**src/rtl/hazard_stall_ctrl_pkg.sv**
```systemverilog
// rtl/hazard_stall_ctrl_pkg.sv - shared types, defaults and hazard helper for the stall controller
package hazard_stall_ctrl_pkg;

  localparam int DEF_CNT_W   = 16;
  localparam int DEF_TIMEOUT = 64;

  typedef enum logic {
    RUN  = 1'b0,
    WAIT = 1'b1
  } state_t;

  // Pipeline registers load these values when a stage is turned into a NOP.
  localparam logic [31:0] NOP_INSTR = 32'h0000_0000;

  typedef struct packed {
    logic regWrite;
    logic memRead;
    logic memWrite;
    logic memToReg;
    logic branch;
  } ctrl_t;

  localparam ctrl_t BUBBLE_CTRL = '0;

  localparam logic [4:0] REG_ZERO = 5'd0;

  function automatic logic loadUse(input logic memRead, input logic [4:0] exRt,
                                   input logic [4:0] idRs, input logic [4:0] idRt);
    return memRead && (exRt != REG_ZERO) && ((exRt == idRs) || (exRt == idRt));
  endfunction

endpackage

```
**src/rtl/hazard_stall_ctrl_sat_counter.sv**
```systemverilog
// rtl/hazard_stall_ctrl_sat_counter.sv - enable-driven counter that sticks at all-ones
module sat_counter #(
  parameter int W = 16
) (
  input  logic         clk,
  input  logic         rstN,
  input  logic         en,
  output logic [W-1:0] count
);

  always_ff @(posedge clk or negedge rstN) begin
    if (!rstN) begin
      count <= '0;
    end else if (en && (count != {W{1'b1}})) begin
      count <= count + W'(1);
    end
  end

endmodule

```
**src/rtl/hazard_stall_ctrl.sv**
```systemverilog
// rtl/hazard_stall_ctrl.sv - stall/flush/freeze sequencing and dmem handshake for the 5-stage pipe
module hazard_stall_ctrl
  import hazard_stall_ctrl_pkg::*;
#(
  parameter int CNT_W   = DEF_CNT_W,
  parameter int TIMEOUT = DEF_TIMEOUT
) (
  input  logic             clk_i,
  input  logic             rst_i,
  input  logic [4:0]       IF_ID_RsAddr_i,
  input  logic [4:0]       IF_ID_RtAddr_i,
  input  logic             ID_EX_MemRead_i,
  input  logic [4:0]       ID_EX_RtAddr_i,
  input  logic             Branch_i,
  input  logic             Equal_i,
  input  logic             EX_MEM_MemRead_i,
  input  logic             EX_MEM_MemWrite_i,
  input  logic             dmem_ack_i,
  output logic             PC_Write_o,
  output logic             IF_ID_Write_o,
  output logic             IF_ID_Flush_o,
  output logic             ID_EX_Bubble_o,
  output logic             Pipe_Freeze_o,
  output logic             MEM_WB_Bubble_o,
  output logic             dmem_req_o,
  output logic             mem_err_o,
  output logic [CNT_W-1:0] lu_cnt_o,
  output logic [CNT_W-1:0] mw_cnt_o,
  output logic [CNT_W-1:0] fl_cnt_o
);

  state_t           state;
  logic [CNT_W-1:0] waitCnt;
  logic [CNT_W-1:0] nextCnt;
  logic             released;
  logic             memErr;

  logic memop;
  logic lu;
  logic taken;
  logic freeze;
  logic luStall;
  logic flush;

  assign memop = EX_MEM_MemRead_i | EX_MEM_MemWrite_i;
  assign lu    = loadUse(ID_EX_MemRead_i, ID_EX_RtAddr_i, IF_ID_RsAddr_i, IF_ID_RtAddr_i);
  assign taken = Branch_i & Equal_i;

  // After a timeout the stuck access is abandoned: one cycle with no freeze lets it drain.
  assign freeze  = rst_i & memop & ~dmem_ack_i & ~released;
  assign luStall = rst_i & lu & ~freeze;
  assign flush   = rst_i & taken & ~freeze & ~lu;

  assign nextCnt = (state == WAIT) ? waitCnt + CNT_W'(1) : '0;

  always_ff @(posedge clk_i or negedge rst_i) begin
    if (!rst_i) begin
      state    <= RUN;
      waitCnt  <= '0;
      released <= 1'b0;
      memErr   <= 1'b0;
    end else begin
      released <= 1'b0;
      if (freeze) begin
        if (nextCnt == CNT_W'(TIMEOUT - 1)) begin
          state    <= RUN;
          waitCnt  <= '0;
          memErr   <= 1'b1;
          released <= 1'b1;
        end else begin
          state   <= WAIT;
          waitCnt <= nextCnt;
        end
      end else begin
        state <= RUN;
      end
    end
  end

  assign PC_Write_o      = ~freeze & ~luStall;
  assign IF_ID_Write_o   = ~freeze & ~luStall;
  assign IF_ID_Flush_o   = flush;
  assign ID_EX_Bubble_o  = luStall;
  assign Pipe_Freeze_o   = freeze;
  assign MEM_WB_Bubble_o = freeze;
  assign dmem_req_o      = rst_i & ((state == WAIT) | memop);
  assign mem_err_o       = memErr;

  sat_counter #(.W(CNT_W)) luCounter (
    .clk   (clk_i),
    .rstN  (rst_i),
    .en    (luStall),
    .count (lu_cnt_o)
  );

  sat_counter #(.W(CNT_W)) mwCounter (
    .clk   (clk_i),
    .rstN  (rst_i),
    .en    (freeze),
    .count (mw_cnt_o)
  );

  sat_counter #(.W(CNT_W)) flCounter (
    .clk   (clk_i),
    .rstN  (rst_i),
    .en    (flush),
    .count (fl_cnt_o)
  );

endmodule

```
**config.mk**
```make
export PLATFORM = sky130hd
export DESIGN_NAME = hazard_stall_ctrl
export DESIGN_NICKNAME = d
export VERILOG_FILES = /design/src/rtl/hazard_stall_ctrl_pkg.sv /design/src/rtl/hazard_stall_ctrl_sat_counter.sv /design/src/rtl/hazard_stall_ctrl.sv
export SDC_FILE = /design/constraint.sdc
export NUM_CORES = 1
export LEC_CHECK = 0
export CAP_MARGIN = 20
export CORE_MARGIN = 3
export CORE_UTILIZATION = 52
export CTS_BUF_LIST = sky130_fd_sc_hd__clkbuf_8 sky130_fd_sc_hd__clkbuf_16
export CTS_CLUSTER_SIZE = 8
export DETAILED_ROUTE_END_ITERATION = 10
export PLACE_DENSITY = 0.83
export SETUP_SLACK_MARGIN = 0.02
export SKIP_LAST_GASP = 1
export SYNTH_ARGS = -nofsm -noshare
export SYNTH_HDL_FRONTEND = slang
export SYNTH_HIERARCHICAL = 1
export SYNTH_SLANG_ARGS = --single-unit
export TNS_END_PERCENT = 30
```
**constraint.sdc**
```tcl
create_clock -name clk_i -period 2.8 [get_ports clk_i]
set_input_delay 0.28 -clock clk_i [delete_from_list [all_inputs] [get_ports clk_i]]
set_output_delay 0.28 -clock clk_i [all_outputs]
set_load 0.005 [all_outputs]
```
==> flow_metrics.tcl <==
set metrics [dict create \
    diodes 0 \
    p_leak_nw 2.16 \
    start_util_pct 54.7 \
    max-vdd-ir-drop_mv 0.499 \
    final.min_clock_period_ps 2700 \
    die_area_um2 8890 \
    critPathSlowestCell "clkdlybuf4s50_1" \
    ys_types 55 \
    design_area_um2 5240 \
    p_sw_share_pct 28.0 \
    slowest_delay_ps 570 \
    synth_edf_count 0 \
    end_kind "output port" \
    wire_per_inst_um 17.4 \
    syn_to_final_growth_pct 29.3 \
    nFillCells 532 \
    gr-total-overflow 0 \
    fmax_mhz 370 \
    vias_per_cell 6.15 \
    required_ps 2520 \
    crit_fanout 6 \
    cp.arrival_ps 2420 \
    rows 31 \
    syn_inst 392 \
    cts_setup_buffers 0 \
    min_path_type "primary input to asynchronous set/reset pin" \
    syn-num-nets 419 \
    routed_wl_um 10200 \
    placed_area_um2 4970 \
    firstDrtPassIters 4 \
    h-tree-depth 3 \
    cp_top_family "buffers and inverters" \
    cts_made_buffers 9 \
    whs_ps 321 \
    synthFlopType "dfrtp_1" \
    postRouteAntennaNets 0 \
    p_int_mw 1.95 \
    crit_path_start_kind "primary input" \
    io_buffer_count 78 \
    seqPwrFrac_pct 44.7 \
    dp_cells 568 \
    maxCapViolCount 0 \
    seq_area_frac_synth_pct 41.4 \
    antenna_found_initial 0 \
    multiInputGateArea_um2 2310 \
    cts_tree "done" \
    grt_pass1_wl_um 16800 \
    die_y_um 94.3 \
    cpMostUsedCell "clkdlybuf4s50_1" \
    synth_seq_cells 67 \
    fin_nets 508 \
    dieWidth_um 94.3 \
    syn_avg_cell_area_um2 10.3 \
    tightest_slew_ps 532 \
    p_per_area_nw_per_um2 516 \
    cts_num_sinks 67 \
    root_buffer "clkbuf_8" \
    clockBufferDepth 2 \
    dpl.hpwl_um 7290 \
    min_period_over_period_pct 96.6 \
    hold_violations 0 \
    relSlewSlack_pct 64.5 \
    clock_skew_ps 8.41 \
    drive_gt1_share_pct 14.4 \
    clock_latency_ps 360 \
    clk_pin_slew_worst_paths_ps 70 \
    crit_buf_inv 2 \
    rsz0062_at_grt "false" \
    dr_total_vias 3596 \
    io_pins 79 \
    synth.cell_area_um2 4050 \
    crit_chain "clkdlybuf4s50_1 > or4_1 > o21ai_1 > a21oi_2 > nor2_1 > clkdlybuf4s50_1" \
    async_flop_share_pct 100 \
    p_comb_share_pct 17.9 \
    drtIter0Drc 209 \
    finalNonFillerCells 585 \
    grt_max_degree 34 \
    core_region_area_um2 7410 \
    gp_congestion 0.896 \
    outcome "finished clean" \
    drc_errors 0 \
    clkPwrFrac_pct 37.4 \
    grt_usage_pct 24.2 \
    maxSlewViolCount 0 \
    grt_pass1_vias 3443 \
    crit_type "primary input to output port" \
    setup_viol 0 \
    p_switching_mw 0.756 \
    seq_area_um2 1680 \
    synth_warnings 6 \
]
power groups by stage:
stage                     combinational [mW]  sequential, mW  clock (mW)
after floorplan                        0.215            1.19           0
after global placement                 0.467            1.22           0
after detailed placement               0.482            1.22           0
after CTS                              0.489            1.21        1.02
after global routing                   0.528            1.23        1.07
final                                  0.483            1.21        1.01
synthesized netlist by cell type, drive strengths merged, types with 2 or more instances:
cell type / n / area, um^2
o211ai: 3 / 22.5
dfrtp: 67 / 1680
xnor2: 25 / 219
o21a: 15 / 113
a211oi: 2 / 25.0
and4: 10 / 98.8
mux2i: 2 / 20.0
buf: 4 / 25.0
a21oi: 24 / 120
mux2: 4 / 45.0
and4b: 4 / 40.0
xor2: 14 / 123
a31oi: 12 / 81.3
a32oi: 3 / 26.3
a22o: 3 / 26.3
ha: 4 / 50.1
nand2: 29 / 109
and3: 9 / 56.3
clkbuf: 7 / 26.3
nor3: 17 / 116
nor2: 18 / 75.1
nand4: 40 / 329
o31ai: 6 / 86.3
nand3: 23 / 153
inv: 6 / 22.5
nor4: 10 / 174
o21ai: 19 / 95.1
registers in the layout, indices dropped and copies added, names as in the netlist:
signal,cells
flCounter/count,16
luCounter/count,16
mwCounter/count,16
waitCnt,16
mem_err_o,1
released,1
state,1
routing by layer:
layer | global-route usage [%] | vias to the layer above | wire length (um) | share of wire, %
met2 | 38.0 | 116 | 5040 | 50
met5 | 0 | - | 0 | 0
li1 | - | 1697 | - | -
met3 | 5.61 | 21 | 564 | 5.6
met4 | 9.15 | 0 | 224 | 2.2
met1 | 32.4 | 1762 | 4330 | 43
worst register-to-register path: stages, from the launching register on:
cell and delay, ps:
dfrtp_1 470, ha_1 390, nand3_1 280, nor3_2 360, mux2i_1 360, and3_1 250, a21oi_1 70, a31o_1 230
through the flow:
| step | utilization [%] | total power, mW | setup TNS (ps) | setup slack (ps) |
|---|---|---|---|---|
| floorplan | - | 1.41 | 0 | 430 |
| global placement | 67.2 | 1.69 | 0 | 66.6 |
| detailed placement | 67.2 | 1.71 | -24.0 | -13.5 |
| CTS | 70.7 | 2.72 | 0 | 48.6 |
| global route | 70.7 | 2.82 | 0 | 31.7 |
| finish | 70.7 | 2.70 | 0 | 95.6 |
cell families after synthesis:
group / after synthesis / synth area share [%]
multiplexers: 6 / 1.61
buffers and inverters: 17 / 1.82
flip-flops: 67 / 41.4
AO/OA/AOI/OAI: 94 / 16.2
adder cells (fa/ha/maj): 4 / 1.24
XOR/XNOR: 39 / 8.43
AND/OR/NAND/NOR: 165 / 29.3
cell usage in the layout (no fill, tap or decap), types with 4 or more instances in the layout:
cell type | Yosys | layout
nor2_1 | 15 | 15
dfrtp_1 | 67 | 67
o21a_1 | 15 | 15
nand2_1 | 29 | 29
nor3_1 | 12 | 12
and3_1 | 9 | 8
xor2_1 | 14 | 14
a21oi_1 | 24 | 23
nor3_2 | 4 | 4
ha_1 | 4 | 4
nand4_1 | 33 | 33
xnor2_1 | 25 | 25
and4_1 | 4 | 4
clkbuf_8 | 0 | 10
clkdlybuf4s50_1 | 0 | 77
nand3_1 | 20 | 20
a31oi_1 | 11 | 11
o21ai_1 | 5 | 5
and4b_1 | 4 | 4
nor4_4 | 7 | 7
o21ai_0 | 14 | 14
nand4_4 | 4 | 4
inv_1 | 4 | 4
buf_4 | 2 | 10
worst paths after layout:
kind                                        start                             end  slack (ps)  depth (start not counted)
min in group clk_i          mem_err_o$_DFFE_PN0P_           mem_err_o$_DFFE_PN0P_         480                          1
max in group asynchronous                   rst_i  luCounter/count[1]$_DFFE_PN0P_        1460                          4
hold / removal                              rst_i  flCounter/count[1]$_DFFE_PN0P_         320                          2
hold reg to reg             mem_err_o$_DFFE_PN0P_           mem_err_o$_DFFE_PN0P_         480                          1
setup reg to reg           waitCnt[0]$_DFFE_PN0P_           mem_err_o$_DFFE_PN0P_         280                          7
setup / recovery                ID_EX_RtAddr_i[1]                   IF_ID_Flush_o         100                          6
layout make-up:
| class | count | area share (%) |
|---|---|---|
| Multi-Input combinational cell | 308 | 44.0 |
| Clock inverter | 6 | 2.13 |
| Sequential cell | 67 | 32.0 |
| Timing Repair Buffer | 89 | 16.4 |
| Clock buffer | 10 | 2.63 |
| Inverter | 6 | 0.430 |
| Tap cell | 99 | 2.36 |
timing repair:
item / in CTS / in global routing
gates resized for setup: 1 / 1
hold endpoints to repair: 5 / 0
hold buffers: 1 / 0
setup endpoints to repair: 1 / 1
No activity file was read; power rests on OpenSTA's default activity.
